<file path="src/rtl/pwm_pkg.sv">
// ============================================================================
//  Module  : pwm_pkg
//  Brief   : Shared PWM types and the default counter width for capture and
//            generator blocks.
//  Rev     : 1.0  initial release
// ============================================================================
`default_nettype none

package pwm_pkg;

  localparam int CNT_W_DEF = 6;

  typedef enum logic [1:0] {
    IDLE  = 2'd0,
    HIGH  = 2'd1,
    LOW   = 2'd2,
    STUCK = 2'd3
  } pwm_state_t;

endpackage

`default_nettype wire

</file>
<file path="src/rtl/pwm_sync_edge.sv">
// ============================================================================
//  Module  : pwm_sync_edge
//  Brief   : 2-FF synchronizer, optional stable-level deglitch
//            (PWM_DEGLITCH_EN), and single-cycle rise/fall pulses.
//  Rev     : 1.0  initial release
// ============================================================================
`default_nettype none

module pwm_sync_edge #(
  parameter int FILT_LEN = 3
) (
  input  logic sysclk,
  input  logic sys_rst_n,
  input  logic pwm_in,
  output logic rise,
  output logic fall
);

`ifdef PWM_DEGLITCH_EN
  localparam bit c_filt_en = 1'b1;
`else
  localparam bit c_filt_en = 1'b0;
`endif

  logic [1:0] r_sync;
  logic       r_prev;
  logic       w_level;

  always_ff @(posedge sysclk or negedge sys_rst_n) begin
    if (!sys_rst_n) begin
      r_sync <= 2'b00;
    end else begin
      r_sync <= {r_sync[0], pwm_in};
    end
  end

  generate
    if (c_filt_en) begin : g_filt
      logic [FILT_LEN-1:0] r_hist;
      logic                r_filt;

      // Level only moves once FILT_LEN consecutive samples agree.
      always_ff @(posedge sysclk or negedge sys_rst_n) begin
        if (!sys_rst_n) begin
          r_hist <= '0;
          r_filt <= 1'b0;
        end else begin
          r_hist <= (r_hist << 1) | FILT_LEN'(r_sync[1]);
          if (&r_hist) begin
            r_filt <= 1'b1;
          end else if (~|r_hist) begin
            r_filt <= 1'b0;
          end
        end
      end

      assign w_level = r_filt;
    end else begin : g_nofilt
      assign w_level = r_sync[1];
    end
  endgenerate

  always_ff @(posedge sysclk or negedge sys_rst_n) begin
    if (!sys_rst_n) begin
      r_prev <= 1'b0;
    end else begin
      r_prev <= w_level;
    end
  end

  assign rise = w_level & ~r_prev;
  assign fall = ~w_level & r_prev;

endmodule

`default_nettype wire

</file>
<file path="src/rtl/pwm_capture.sv">
// ============================================================================
//  Module  : pwm_capture
//  Brief   : Measures high time and period of an asynchronous PWM line and
//            flags stuck-high / stuck-low; deglitch via PWM_DEGLITCH_EN.
//  Rev     : 1.0  initial release
// ============================================================================
`default_nettype none

module pwm_capture
  import pwm_pkg::*;
#(
  parameter int CNT_W    = CNT_W_DEF,
  parameter int FILT_LEN = 3
) (
  input  logic             sysclk,
  input  logic             sys_rst_n,
  input  logic             enable,
  input  logic             pwm_in,
  output logic [CNT_W-1:0] high_cnt,
  output logic [CNT_W-1:0] period_cnt,
  output logic             meas_valid,
  output logic             stuck_hi,
  output logic             stuck_lo
);

  localparam logic [CNT_W-1:0] c_cnt_max = '1;
  localparam logic [CNT_W-1:0] c_cnt_one = CNT_W'(1);

  logic w_rise, w_fall;

  pwm_sync_edge #(
    .FILT_LEN (FILT_LEN)
  ) u_sync_edge (
    .sysclk    (sysclk),
    .sys_rst_n (sys_rst_n),
    .pwm_in    (pwm_in),
    .rise      (w_rise),
    .fall      (w_fall)
  );

  pwm_state_t       r_state, w_state_nxt;
  logic [CNT_W-1:0] r_per_c, w_per_nxt, r_hi_c, w_hi_nxt;
  logic [CNT_W-1:0] r_high_cnt, w_high_nxt, r_period_cnt, w_period_nxt;
  logic [CNT_W-1:0] w_per_inc, w_hi_inc;
  logic             r_valid, w_valid_nxt;
  logic             r_stuck_hi, w_stuck_hi_nxt, r_stuck_lo, w_stuck_lo_nxt;

  assign w_per_inc = (r_per_c == c_cnt_max) ? r_per_c : r_per_c + c_cnt_one;
  assign w_hi_inc  = (r_hi_c  == c_cnt_max) ? r_hi_c  : r_hi_c  + c_cnt_one;

  always_comb begin
    w_state_nxt    = r_state;
    w_per_nxt      = r_per_c;
    w_hi_nxt       = r_hi_c;
    w_high_nxt     = r_high_cnt;
    w_period_nxt   = r_period_cnt;
    w_valid_nxt    = 1'b0;
    w_stuck_hi_nxt = r_stuck_hi;
    w_stuck_lo_nxt = r_stuck_lo;

    if (!enable) begin
      w_state_nxt    = IDLE;
      w_per_nxt      = '0;
      w_hi_nxt       = '0;
      w_stuck_hi_nxt = 1'b0;
      w_stuck_lo_nxt = 1'b0;
    end else begin
      case (r_state)
        IDLE, STUCK: begin
          // A rise here only opens a period; nothing is reported for it.
          if (w_rise) begin
            w_state_nxt = HIGH;
            w_per_nxt   = c_cnt_one;
            w_hi_nxt    = c_cnt_one;
          end
        end
        HIGH: begin
          if (w_fall) begin
            w_state_nxt = LOW;
            w_per_nxt   = w_per_inc;
          end else if (r_per_c == c_cnt_max) begin
            w_state_nxt    = STUCK;
            w_stuck_hi_nxt = 1'b1;
            w_stuck_lo_nxt = 1'b0;
          end else begin
            w_per_nxt = w_per_inc;
            w_hi_nxt  = w_hi_inc;
          end
        end
        LOW: begin
          if (w_rise) begin
            w_state_nxt    = HIGH;
            w_high_nxt     = r_hi_c;
            w_period_nxt   = r_per_c;
            w_valid_nxt    = 1'b1;
            w_stuck_hi_nxt = 1'b0;
            w_stuck_lo_nxt = 1'b0;
            w_per_nxt      = c_cnt_one;
            w_hi_nxt       = c_cnt_one;
          end else if (r_per_c == c_cnt_max) begin
            w_state_nxt    = STUCK;
            w_stuck_lo_nxt = 1'b1;
            w_stuck_hi_nxt = 1'b0;
          end else begin
            w_per_nxt = w_per_inc;
          end
        end
        default: w_state_nxt = IDLE;
      endcase
    end
  end

  always_ff @(posedge sysclk or negedge sys_rst_n) begin
    if (!sys_rst_n) begin
      r_state      <= IDLE;
      r_per_c      <= '0;
      r_hi_c       <= '0;
      r_high_cnt   <= '0;
      r_period_cnt <= '0;
      r_valid      <= 1'b0;
      r_stuck_hi   <= 1'b0;
      r_stuck_lo   <= 1'b0;
    end else begin
      r_state      <= w_state_nxt;
      r_per_c      <= w_per_nxt;
      r_hi_c       <= w_hi_nxt;
      r_high_cnt   <= w_high_nxt;
      r_period_cnt <= w_period_nxt;
      r_valid      <= w_valid_nxt;
      r_stuck_hi   <= w_stuck_hi_nxt;
      r_stuck_lo   <= w_stuck_lo_nxt;
    end
  end

  assign high_cnt   = r_high_cnt;
  assign period_cnt = r_period_cnt;
  assign meas_valid = r_valid;
  assign stuck_hi   = r_stuck_hi;
  assign stuck_lo   = r_stuck_lo;

endmodule

`default_nettype wire

</file>
<file path="config.mk">
export PLATFORM = sky130hd
export DESIGN_NAME = pwm_capture
export DESIGN_NICKNAME = d
export VERILOG_FILES = /design/src/rtl/pwm_pkg.sv /design/src/rtl/pwm_sync_edge.sv /design/src/rtl/pwm_capture.sv
export SDC_FILE = /design/constraint.sdc
export NUM_CORES = 1
export LEC_CHECK = 0
export ABC_AREA = 1
export CAP_MARGIN = 0
export CORE_ASPECT_RATIO = 1.2
export CORE_MARGIN = 4
export CORE_UTILIZATION = 59
export CTS_CLUSTER_SIZE = 14
export DETAILED_ROUTE_END_ITERATION = 10
export PLACE_DENSITY = 0.95
export SLEW_MARGIN = 10
export SYNTH_ARGS = -nofsm -noshare
export SYNTH_HDL_FRONTEND = slang
export SYNTH_HIERARCHICAL = 1
export SYNTH_SLANG_ARGS = --single-unit
</file>
<file path="constraint.sdc">
create_clock -name sysclk -period 2.8 [get_ports sysclk]
set_input_delay 0.84 -clock sysclk [delete_from_list [all_inputs] [get_ports sysclk]]
set_output_delay 0.84 -clock sysclk [all_outputs]
set_load 0.02 [all_outputs]
</file>
==> results.md <==
* Ys Warns at 6
* Crit path required time at 1.96 ns
* CP Buf/Inv Count at 1
* TritonCTS buffer count at 5
* Crit path time final at 2.15 ns
* WL final at 2.98 mm
* Initial Util at 62.3%
* Layout fillers at 200
* DIE AREA at 3620 um2
* Post-route ant nets at 0
* Detailed Route Iter0 Violations at 69
* Post-CTS Hold Fix Bufs at 0
* Critical-path cell list: clkdlybuf4s50_1
* Reg clk slew, reported paths at 0.09 ns
* #FFs+latches synth at 32
* Status: complete, no violations
* CTS resizes at 0
* NetSw at 398 uW
* Power Density at 633 nW/um2
* Hold Path Class: flop to flop
* First-pass iteration count of the detailed router at 5
* Most common cell in the netlist: nand2_1
* Count of input and output buffers at 18
* Max Clock Skew at 0.00922 ns
* Final Max Tran Viols at 0
* Rows at 20
* Design area at 1870 um2
* Cell Area, Synth at 1610 um2
* Tot GR Track Use at 19.4%
* Final hold violation count at 0
* First-pass GRT wire length at 5.38 mm
* Sink Count at 32
* CTS root buffer: clkbuf_4
* Largest net degree at the start of global routing at 33
* Worst vdd ir at 0.000438 V
* Worst Setup End Kind: output pin
* Final HPWL DP at 2.27 mm
* Slew headroom at 73.9%
* Commonest cells in the synthesized netlist: 52 x nand2_1, 32 x dfrtp_1, 19 x inv_1
* Final #Nets at 219
* RD Place Congestion at 0.907
* Total negative slack at 0 ns
* Post-synthesis cell count at 187
* Fin crit share at 76.7%
* DR WL/cell at 12.2 um
* Post-CTS Repair Setup Buffers at 0
* Top-area cell type share of the netlist area at 49.9%
* Top cells by area, synth: dfrtp_1 50%, nand2_1 12%, nand3_1 4.7%, inv_1 4.4%, o21ai_2 4.4%
* DRC viols at 0
* Avg Cell Area, Syn at 8.58 um2
* H-tree depth at 2
* CP top delay family: buffers and inverters
* Sequential Power Share at 47.5%
* CTS tree: done
* Sequential fraction of the synthesis area at 49.9%
* Comb pwr share at 29.7%
* Post-synth EDFFs at 0
* Vias at 1,316
* DIE WIDTH at 55.6 um
* Largest stage delay, worst path at 0.60 ns
* Number of global-route vias before repair at 1,302
* Total power at 1180 uW
* Ports at 19
* RSZ-0062 raised after global routing: false
* Synth Net Count at 195
* Setup ws final at 0.653 ns
* Worst hold slack at 0.365 ns
* Area delta synth->final at 16.5%
* Sw Share at 33.6%
* Max_cap viols at 0
* Worst Tran Pin Value at 0.392 ns
* Global route total overflow at 0
* Critical path fanouts, max at 2
* Vias/cell at 5.37
* Kind of start point of the critical path: flop
* Initial antenna violation count at 0
* Endpoints failing setup at 0
* CTS Buffer Depth at 2
* Die Height at 65.1 um
* Post-synth ARST share at 100%
* Pre-CTS setup slack at 0.506 ns
* Clock share of power at 22.7%
* Max Freq at 466 MHz
* Share of layout cells above drive strength 1 at 12.7%
* Synth area leader: dfrtp_1
* Dpl cell area at 1810 um2
* Crit path DAT at 1.31 ns
* Core Area at 2580 um2
* Crit path kind: flop to output pin
* Clock latency on the worst-skew pair at 0.34 ns
* Antenna fix cells at 0
* Leakage at 0.000867 uW
* CP max stage cell: clkdlybuf4s50_1
* Cell Int Power at 786 uW
* Top FF cell, synth: dfrtp_1
* Distinct cells, synth at 25
[layer usage]
metal  vias up  share of wire, %  global-route usage [%]
met3         9               6.0                    5.70
met2        43                48                    33.0
met1       605                43                    21.6
met5         -                 0                       0
li1        659                 -                       -
met4         0               2.3                    10.9
[power by group through the flow]
stage / clock network [uW] / logic, uW / registers (uW)
floorplan: 0 / 181 / 609
global placement: 0 / 343 / 569
detailed placement: 0 / 353 / 572
CTS: 281 / 354 / 564
global route: 299 / 390 / 573
finish: 269 / 352 / 563
[registers in the layout, summed over array words and instances (netlist names), 2 cells and up]
| signal | count |
|---|---|
| high_cnt | 6 |
| period_cnt | 6 |
| r_per_c | 6 |
| r_state | 2 |
| u_sync_edge/r_sync | 2 |
| r_hi_c | 6 |
[cell type report]
| cell class | count | area [um2] | area share (%) |
|---|---|---|---|
| Sequential cell | 32 | 801 | 42.8 |
| Multi-Input combinational cell | 131 | 699 | 37.4 |
| Inverter | 22 | 82.6 | 4.41 |
| Tap cell | 33 | 41.3 | 2.21 |
| Clock buffer | 8 | 58.8 | 3.14 |
| Timing Repair Buffer | 19 | 188 | 10.0 |
[stage by stage]
step,utilization [%],cells
3_5_place_dp,70.3,237
6_report,72.6,245
3_3_place_gp,70.3,237
2_1_floorplan,-,187
4_1_cts,72.6,245
5_1_grt,72.6,245
[layout by cell type, fill, tap and decap left out]
cell / synthesis / routed
nand3b_1: 1 / 1
nor4_1: 1 / 1
nor3_1: 2 / 2
o22ai_1: 3 / 3
buf_4: 0 / 1
xor2_1: 2 / 2
nand3_1: 15 / 15
o21bai_1: 1 / 1
o21ai_1: 6 / 6
nand2_4: 1 / 1
a21oi_1: 4 / 4
o21ai_2: 8 / 8
nand2_1: 52 / 52
nand2_2: 4 / 4
inv_2: 3 / 3
nand4_1: 1 / 1
clkbuf_4: 0 / 5
o21a_1: 1 / 1
nor2_4: 3 / 3
nand4_2: 1 / 1
ha_1: 4 / 4
o21ai_0: 10 / 10
inv_1: 19 / 19
clkbuf_1: 0 / 2
nor2_1: 10 / 10
o211ai_1: 1 / 1
dfrtp_1: 32 / 32
clkdlybuf4s50_1: 0 / 18
clkbuf_8: 0 / 1
[cell families after synthesis]
logic type	synth area share, %
simple gates	26.2
compound gates	13.2
flops	49.9
buf+inv	6.55
fa+ha+maj	3.12
xor+xnor	1.09
[path summary, 6_finish.rpt]
kind / startpoint / to / slack [ns] / depth (start not counted)
min in group asynchronous: sys_rst_n / r_per_c[3] / 0.88 / 2
max: high_cnt[5] / high_cnt[5] / 0.65 / 1
max reg2reg: r_per_c[0] / r_hi_c[0] / 1.23 / 8
min: u_sync_edge/r_sync[0] / u_sync_edge/r_sync[1] / 0.37 / 0
max in group asynchronous: sys_rst_n / r_hi_c[4] / 1.63 / 2
min reg2reg: u_sync_edge/r_sync[0] / u_sync_edge/r_sync[1] / 0.37 / 0
Note: power is estimated with default switching activity, not from simulation.
